--- config.mk ---
export PLATFORM = sky130hd
export DESIGN_NAME = mc_control
export DESIGN_NICKNAME = d
export VERILOG_FILES = /design/src/rtl/mc_control_pkg.sv /design/src/rtl/mc_control_alu_decode.sv /design/src/rtl/mc_control.sv
export SDC_FILE = /design/constraint.sdc
export NUM_CORES = 1
export LEC_CHECK = 0
export CORE_MARGIN = 4
export CORE_UTILIZATION = 35
export DETAILED_ROUTE_END_ITERATION = 6
export GPL_TIMING_DRIVEN = 0
export PLACE_DENSITY = 0.66
export SLEW_MARGIN = 10
export SYNTH_ARGS = -nofsm -noshare
export SYNTH_HDL_FRONTEND = slang
export SYNTH_SLANG_ARGS = --single-unit
--- constraint.sdc ---
create_clock -name clk -period 1.9 [get_ports clk]
set_input_delay 0.38 -clock clk [delete_from_list [all_inputs] [get_ports clk]]
set_output_delay 0.38 -clock clk [all_outputs]
set_load 0.1 [all_outputs]
--- src/rtl/mc_control_pkg.sv ---
// Shared definitions for the multi-cycle controller: state codes, opcode/funct
// constants and the ALU / operand / PC-source select encodings.
package mc_control_pkg;

    typedef logic [3:0] state_t;

    localparam state_t FETCH    = 4'd0;
    localparam state_t DECODE   = 4'd1;
    localparam state_t MEM_ADDR = 4'd2;
    localparam state_t MEM_RD   = 4'd3;
    localparam state_t MEM_WB   = 4'd4;
    localparam state_t MEM_WR   = 4'd5;
    localparam state_t R_EX     = 4'd6;
    localparam state_t R_WB     = 4'd7;
    localparam state_t I_EX     = 4'd8;
    localparam state_t I_WB     = 4'd9;
    localparam state_t BRANCH   = 4'd10;
    localparam state_t JUMP     = 4'd11;
    localparam state_t TRAP     = 4'd12;

    localparam logic [5:0] OP_RTYPE = 6'h00;
    localparam logic [5:0] OP_J     = 6'h02;
    localparam logic [5:0] OP_BEQ   = 6'h04;
    localparam logic [5:0] OP_ADDI  = 6'h08;
    localparam logic [5:0] OP_LW    = 6'h23;
    localparam logic [5:0] OP_SW    = 6'h2B;

    localparam logic [5:0] FN_ADD = 6'h20;
    localparam logic [5:0] FN_SUB = 6'h22;
    localparam logic [5:0] FN_AND = 6'h24;
    localparam logic [5:0] FN_OR  = 6'h25;

    // alu_sel encoding is shared with the ALU datapath
    typedef enum logic [1:0] {
        ALU_ADD = 2'b00,
        ALU_SUB = 2'b01,
        ALU_AND = 2'b10,
        ALU_OR  = 2'b11
    } alu_sel_t;

    typedef enum logic [1:0] {
        SRCB_REG     = 2'b00,
        SRCB_FOUR    = 2'b01,
        SRCB_IMM     = 2'b10,
        SRCB_IMM_SH2 = 2'b11
    } alu_src_b_t;

    typedef enum logic [1:0] {
        PC_ALU    = 2'b00,
        PC_ALUOUT = 2'b01,
        PC_JUMP   = 2'b10
    } pc_src_t;

endpackage

--- src/rtl/mc_control_alu_decode.sv ---
// Maps the latched R-type funct field to an ALU operation and flags
// unsupported funct codes.
module alu_decode
    import mc_control_pkg::*;
(
    input  logic [5:0] funct,
    output logic [1:0] alu_sel,
    output logic       illegal
);

    always_comb begin
        alu_sel = ALU_ADD;
        illegal = 1'b0;
        case (funct)
            FN_ADD:  alu_sel = ALU_ADD;
            FN_SUB:  alu_sel = ALU_SUB;
            FN_AND:  alu_sel = ALU_AND;
            FN_OR:   alu_sel = ALU_OR;
            default: illegal = 1'b1;
        endcase
    end

endmodule

--- src/rtl/mc_control.sv ---
// Multi-cycle MIPS-subset control FSM (Moore decode of the state register).
// Define ILLEGAL_TRAP_EN to trap illegal instructions in a sticky TRAP state.
module mc_control
    import mc_control_pkg::*;
(
    input  logic       clk,
    input  logic       rst,
    input  logic [5:0] opcode,
    input  logic [5:0] funct,
    input  logic       zero,
    input  logic       mem_ready,
    output logic       pc_en,
    output logic       iord,
    output logic       mem_read,
    output logic       mem_write,
    output logic       ir_write,
    output logic       reg_dst,
    output logic       mem_to_reg,
    output logic       reg_write,
    output logic       alu_src_a,
    output logic [1:0] alu_src_b,
    output logic [1:0] alu_sel,
    output logic [1:0] pc_src,
    output logic [3:0] state_o,
    output logic       illegal
);

`ifdef ILLEGAL_TRAP_EN
    localparam state_t ILLEGAL_NEXT = TRAP;
`else
    localparam state_t ILLEGAL_NEXT = FETCH;
`endif

    state_t     state;
    state_t     state_n;
    logic [5:0] funct_q;
    logic       store_q;
    logic [1:0] fn_sel;
    logic       fn_illegal;

    alu_decode u_alu_decode (
        .funct   (funct_q),
        .alu_sel (fn_sel),
        .illegal (fn_illegal)
    );

    always_comb begin
        state_n = state;
        case (state)
            FETCH:    if (mem_ready) state_n = DECODE;
            DECODE: begin
                case (opcode)
                    OP_LW, OP_SW: state_n = MEM_ADDR;
                    OP_RTYPE:     state_n = R_EX;
                    OP_ADDI:      state_n = I_EX;
                    OP_BEQ:       state_n = BRANCH;
                    OP_J:         state_n = JUMP;
                    default:      state_n = ILLEGAL_NEXT;
                endcase
            end
            // lw/sw choice comes from the opcode captured in DECODE
            MEM_ADDR: state_n = store_q ? MEM_WR : MEM_RD;
            MEM_RD:   if (mem_ready) state_n = MEM_WB;
            MEM_WR:   if (mem_ready) state_n = FETCH;
            R_EX:     state_n = fn_illegal ? ILLEGAL_NEXT : R_WB;
            I_EX:     state_n = I_WB;
            MEM_WB, R_WB, I_WB, BRANCH, JUMP: state_n = FETCH;
`ifdef ILLEGAL_TRAP_EN
            TRAP:     state_n = TRAP;
`endif
            default:  state_n = FETCH;
        endcase
    end

    always_ff @(posedge clk) begin
        if (rst) begin
            state   <= FETCH;
            funct_q <= '0;
            store_q <= 1'b0;
        end else begin
            state <= state_n;
            if (state == DECODE) begin
                funct_q <= funct;
                store_q <= (opcode == OP_SW);
            end
        end
    end

`ifdef ILLEGAL_TRAP_EN
    logic illegal_q;

    always_ff @(posedge clk) begin
        if (rst)
            illegal_q <= 1'b0;
        else if (state_n == TRAP)
            illegal_q <= 1'b1;
    end

    assign illegal = illegal_q;
`else
    assign illegal = 1'b0;
`endif

    // Only ir_write/pc_en in FETCH and pc_en in BRANCH look at inputs
    always_comb begin
        pc_en      = 1'b0;
        iord       = 1'b0;
        mem_read   = 1'b0;
        mem_write  = 1'b0;
        ir_write   = 1'b0;
        reg_dst    = 1'b0;
        mem_to_reg = 1'b0;
        reg_write  = 1'b0;
        alu_src_a  = 1'b0;
        alu_src_b  = SRCB_REG;
        alu_sel    = ALU_ADD;
        pc_src     = PC_ALU;
        case (state)
            FETCH: begin
                mem_read  = 1'b1;
                alu_src_b = SRCB_FOUR;
                ir_write  = mem_ready;
                pc_en     = mem_ready;
            end
            DECODE:   alu_src_b = SRCB_IMM_SH2;
            MEM_ADDR: begin
                alu_src_a = 1'b1;
                alu_src_b = SRCB_IMM;
            end
            MEM_RD: begin
                iord     = 1'b1;
                mem_read = 1'b1;
            end
            MEM_WR: begin
                iord      = 1'b1;
                mem_write = 1'b1;
            end
            MEM_WB: begin
                reg_write  = 1'b1;
                mem_to_reg = 1'b1;
            end
            R_EX: begin
                alu_src_a = 1'b1;
                alu_sel   = fn_sel;
            end
            R_WB: begin
                reg_write = 1'b1;
                reg_dst   = 1'b1;
            end
            I_EX: begin
                alu_src_a = 1'b1;
                alu_src_b = SRCB_IMM;
            end
            I_WB:     reg_write = 1'b1;
            BRANCH: begin
                alu_src_a = 1'b1;
                alu_sel   = ALU_SUB;
                pc_src    = PC_ALUOUT;
                pc_en     = zero;
            end
            JUMP: begin
                pc_src = PC_JUMP;
                pc_en  = 1'b1;
            end
            default: ;
        endcase
    end

    assign state_o = state;

endmodule
# Yosys cells after proc, flatten, opt, wreduce, memory -nomap -nowiden
# Index checks and enable logic that the tools add are counted.
dict set report classes {
  eq_ne 23
  muxes 20
  n_reduce_logical 10
}
# cell n
set op_table {}
lappend op_table {{$eq 6x6->1 const B} 6}
lappend op_table {{$pmux 4 s7} 1}
lappend op_table {{$pmux 4 s5} 1}
lappend op_table {{$eq 4x3->1 const B} 4}
lappend op_table {{$eq 4x4->1 const B} 4}
lappend op_table {{$mux 4} 3}
lappend op_table {{$pmux 2 s3} 2}
lappend op_table {{$eq 4x2->1 const B} 2}
lappend op_table {{$mux 1} 8}
lappend op_table {{$pmux 2 s2} 2}
lappend op_table {{$reduce_or 2->1} 4}
lappend op_table {{$reduce_or 4->1} 2}
lappend op_table {{$eq 6x2->1 const B} 1}
lappend op_table {{$eq 6x3->1 const B} 1}
lappend op_table {{$eq 6x4->1 const B} 1}
lappend op_table {{$logic_not 6->1} 1}
lappend op_table {{$mux 3} 2}
lappend op_table {{$ne 2x2->1 const B} 3}
lappend op_table {{$eq 4x1->1 const B} 1}
lappend op_table {{$logic_not 4->1} 1}
lappend op_table {{$pmux 1 s3} 1}
lappend op_table {{$reduce_and 3->1} 1}
lappend op_table {{$reduce_or 3->1} 1}
dict set report totals {
  register_bits 11
  output_inout_bits 20
  elab_cells 56
}

# Depth between registers and ports, before layout
dict set report logic_depth {
  depth_word 4
  mapped_depth 6
  depth_no_buf 4
}

# Modules after synthesis
# From an unflattened synthesis, not the netlist that was laid out.
dict set report unflattened {
  hier_cells 121
  area_unflattened_um2 827.0
}
# module instances cells_per_inst area_per_inst_um2
set by_module_without_submodules {}
lappend by_module_without_submodules {mc_control 1 114 772.0}
lappend by_module_without_submodules {alu_decode 1 7 55.1}

# Least setup slack after synthesis
# Ideal clock, no wire load.
dict set report synth_timing {
  path_kind {reg2out}
  start {register state[1] (netlist: state_o[1])}
  end {output pc_en}
  t_arrival_ns 4.295
  setup_slack_ns -2.775
  stages_incl_launch_ff 5
  cell_sequence {dfxtp_1 buf_6 nand2_1 nor3_1 a211o_1}
}
dict set report synth_via {
  elab_chain_len 2
}
# element line_no
set synth_lines {}
lappend synth_lines {{start: declaration} mc_control.sv:34} ;# state_t state;
lappend synth_lines {{start signal: assignment} mc_control.sv:81} ;# state <= state_n;
lappend synth_lines {{$eq 4x4->1 or $logic_not 4->1 (tied branches)} mc_control.sv:118} ;# case (state)
lappend synth_lines {{$pmux 1 s3 *} mc_control.sv:118}
lappend synth_lines {{end: declaration} mc_control.sv:12} ;# output logic pc_en,
# Every way passes the cells marked *; elsewhere a longest branch is shown, timed or not.

# Final worst setup path
dict set report layout_timing {
  start {register state[3] (netlist: state_o[3])}
  end {output alu_sel[1]}
}
dict set report layout_via {
  elab_chain_len 2
}
# element line_no
set layout_lines {}
lappend layout_lines {{$eq 4x4->1 or $eq 4x3->1 (tied branches)} mc_control.sv:118}
lappend layout_lines {{$pmux 2 s2 *} mc_control.sv:118}
lappend layout_lines {{end: declaration} mc_control.sv:22} ;# output logic [1:0] alu_sel,
# Marked as above.

==> summary.md <==
| Metric | Value |
|---|---|
| Outcome | `finished with violations` |
| Failing checks | `negative setup slack` |
| Final hold viol count | `0` |
| Total Routing Usage GR | `18.4%` |
| Grt total ovfl | `0` |
| WHS Path Cells | `2` |
| Cell count after synthesis | `117` |
| H-tree depth | `1` |
| R2R setup slack | `0.18 ns` |
| CP max FO | `4` |
| Initial Util | `38.0%` |
| Max cap viols | `0` |
| Largest net degree at the start of global routing | `11` |
| Syn Nets | `133` |
| Syn Std Cell Area | `approximately 860 µm²` |
| PortBufs | `34` |
| Async S/R FF share, synth | `0%` |
| Warnings, synthesis | `0` |
| Hold Path Class | `flop to flop` |
| First DRT Iteration DRCs | `22` |
| DR DRC count | `0` |
| Post-route clock period utilization | `108%` |
| Total CTS buffers | `3` |
| Post-synth EDFFs | `0` |
| Layout cells sized above 1 | `45.4%` |
| Crit path DAT | `1.66 ns` |
| Final WS setup | `-0.145 ns` |
| Vias in the first global route | `999` |
| Core region area | `between 2000 and 2500 µm²` |
| Sequential share of the synthesized area | `between 20% and 30%` |
| Setup_tns | `-0.463 ns` |
| Top-area cell type share of the netlist area | `25.5%` |
| Detailed placement HPWL | `2070 µm` |
| Crit Path Category | `flop to output port` |
| Setup crit start kind | `flop` |
| Worst Reg2Reg Path Length in Cells | `4` |
| # rows | `17` |
| P_leak | `0.689 nW` |
| Global-route wire length before repair | `4820 µm` |
| Pre-antenna DRT Iters | `4` |
| Max-slew violations | `0` |
| Initial antenna violation count | `0` |
| Dominant synthesized flop cell | `dfxtp_1` |
| Yosys reg bits | `11` |
| I/O pins | `36` |
| Total chip power | `0.769 mW` |
| Detailed Route WL | `3150 µm` |
| Reg2reg start | `state_o[2]` |
| CTS root buf | `clkbuf_4` |
| Placer Congestion | `0.815` |
| Max Root-Sink Buffers | `2` |
| Syn-to-layout area delta | `107%` |
| Wire length on met2 | `~1600 µm` |
| N_diodes | `0` |
| RSZ-0062 raised after global routing | `yes` |
| Least-Margin Pin Slew | `0.945 ns` |
| Clock latency on the worst-skew pair | `between 0.2 and 0.3 ns` |
| Relative slew slack | `37.2%` |
| Fillers | `164` |
| Worst Path Required | `around 1.5 ns` |
| Die area | `3330 µm²` |
| Worst Clk Skew | `0.00541 ns` |
| Clock transition at path regs | `0.07 ns` |
| Crit path time final | `2.04 ns` |
| Power Density | `430 nW/µm²` |
| CP startpoint | `state_o[3]` |
| Die width | `57.7 µm` |
| Cell taking the most area after synthesis | `dfxtp_1` |
| Post-route antenna net violation count | `0` |
| Synth cell types | `43` |
| Highest routed layer | `met4` |
| Worst Setup End Kind | `output port` |
| VDD IR max | `between 0.3 and 0.4 mV` |
| RR Endpoint | `state_o[2]` |
| Via count | `1072` |
| Chip Height | `57.7 µm` |
| Syn avg cell area | `7.39 µm²` |
| Total clock sinks | `11` |
| Synth area leaders | `dfxtp_1, nand2_1, a21oi_1` |
| Final Setup Violations | `5` |
| CTS Hold Bufs | `0` |
| Drt wl/cell | `15.6 µm` |
| Nets@finish | `191` |
| Worst-case hold slack | `approximately 0.46 ns` |
| WL met1 | `1360 µm` |
| Fmax | `489 MHz` |
| CP endpoint | `alu_sel[1]` |
| Vias per inst | `5.31` |
| Final core area utilization | `approximately four fifths` |
| CTS tree | `done` |
| Met3 wire length | `163 µm` |
==> synthesized netlist by cell type, types with 2 or more instances <==
library cell  count
nand3_1           2
nand2b_1          2
a21o_1            3
a21oi_1          10
xor2_1            2
and2_1            3
nor4_1            2
a211o_1           2
nor2b_1           4
nor3_1            6
nor3b_1           2
buf_2             3
dfxtp_1          11
inv_1             2
nor2_1           11
clkbuf_1          2
o21ai_0           5
buf_6             3
nand2_1          18
==> critical path, cell delays in order (launching register included) <==
cell and delay (ns):
dfxtp_4 0.36, buf_12 0.12, nand2b_4 0.16, nor4_4 0.36
and2_4 0.22, buf_12 0.16
==> registers in the layout (all words and copies together) (netlist names) <==
register,count
state_o,4
funct_q,6
store_q,1
==> stage by stage <==
| stage | instances | instance area (µm²) | setup WS, ns |
|---|---|---|---|
| 6_report | 202 | 1790 | -0.145 |
| 5_1_grt | 202 | 1790 | -0.216 |
| 4_1_cts | 190 | 1640 | -0.165 |
| 3_5_place_dp | 179 | 1490 | -0.887 |
| 3_3_place_gp | 179 | 1490 | -0.894 |
| 2_1_floorplan | 117 | 1120 | -0.577 |
==> power by group <==
group / internal [mW] / leakage, nW / total, mW / switching [mW]
Combinational: 0.141 / 0.581 / 0.358 / 0.217
Clock: 0.0813 / 0.0150 / 0.160 / 0.0786
Sequential: 0.238 / 0.0926 / 0.250 / 0.0120
Total: 0.461 / 0.689 / 0.769 / 0.308
==> layer usage <==
| metal | track usage, % | vias up |
|---|---|---|
| met5 | 0 | - |
| met2 | 30.5 | 42 |
| li1 | - | 535 |
| met3 | 3.79 | 4 |
| met1 | 24.8 | 491 |
| met4 | 3.31 | 0 |
==> cells by family (layout without fill, tap and decap cells) <==
logic type | Yosys count | after routing | synth area share [%]
AOI/OAI and AO/OA | 31 | 31 | 24.7
xor gates and xnor gates | 3 | 3 | 3.04
buffers and inverters | 11 | 68 | 8.25
DFF | 11 | 11 | 25.5
muxes | 1 | 1 | 1.16
other | 1 | 1 | 0.434
and+or+nand+nor | 59 | 59 | 36.9
==> placed cells by master (no fill, tap or decap), types with 3 or more instances in the layout <==
master and n:
a21oi_1 9, buf_12 14, buf_4 20, buf_6 3, clkbuf_4 4, clkdlybuf4s50_1 14, dfxtp_1 7, dfxtp_4 4
nand2_1 15, nor2_1 6, nor2_4 3, nor2b_1 4, nor3_4 5, o21ai_0 3
==> timing repair <==
item / CTS / global route
pin swaps: 1 / 6
gates resized for setup: 119 / 24
setup endpoints to repair: 19 / 13
buffers inserted: 7 / 12
==> worst min-delay path by stage <==
| stage | start | end |
|---|---|---|
| finish | funct_q[4] | funct_q[4] |
| CTS | funct_q[4] | funct_q[4] |
| global route | funct_q[4] | funct_q[4] |
| floorplan | funct_q[4] | funct_q[4] |
| global placement | funct_q[4] | funct_q[4] |
| detailed placement | funct_q[4] | funct_q[4] |
==> area by class of cell <==
cell class	instances	area, µm²	share of cell area, %
Buffer	9	141	7.91
Sequential cell	11	235	13.2
Clock buffer	4	26.3	1.47
Multi-Input combinational cell	95	769	43.0
Tap cell	28	35.0	1.96
Inverter	2	7.51	0.420
Timing Repair Buffer	53	573	32.1
No activity file was read; power rests on OpenSTA's default activity.
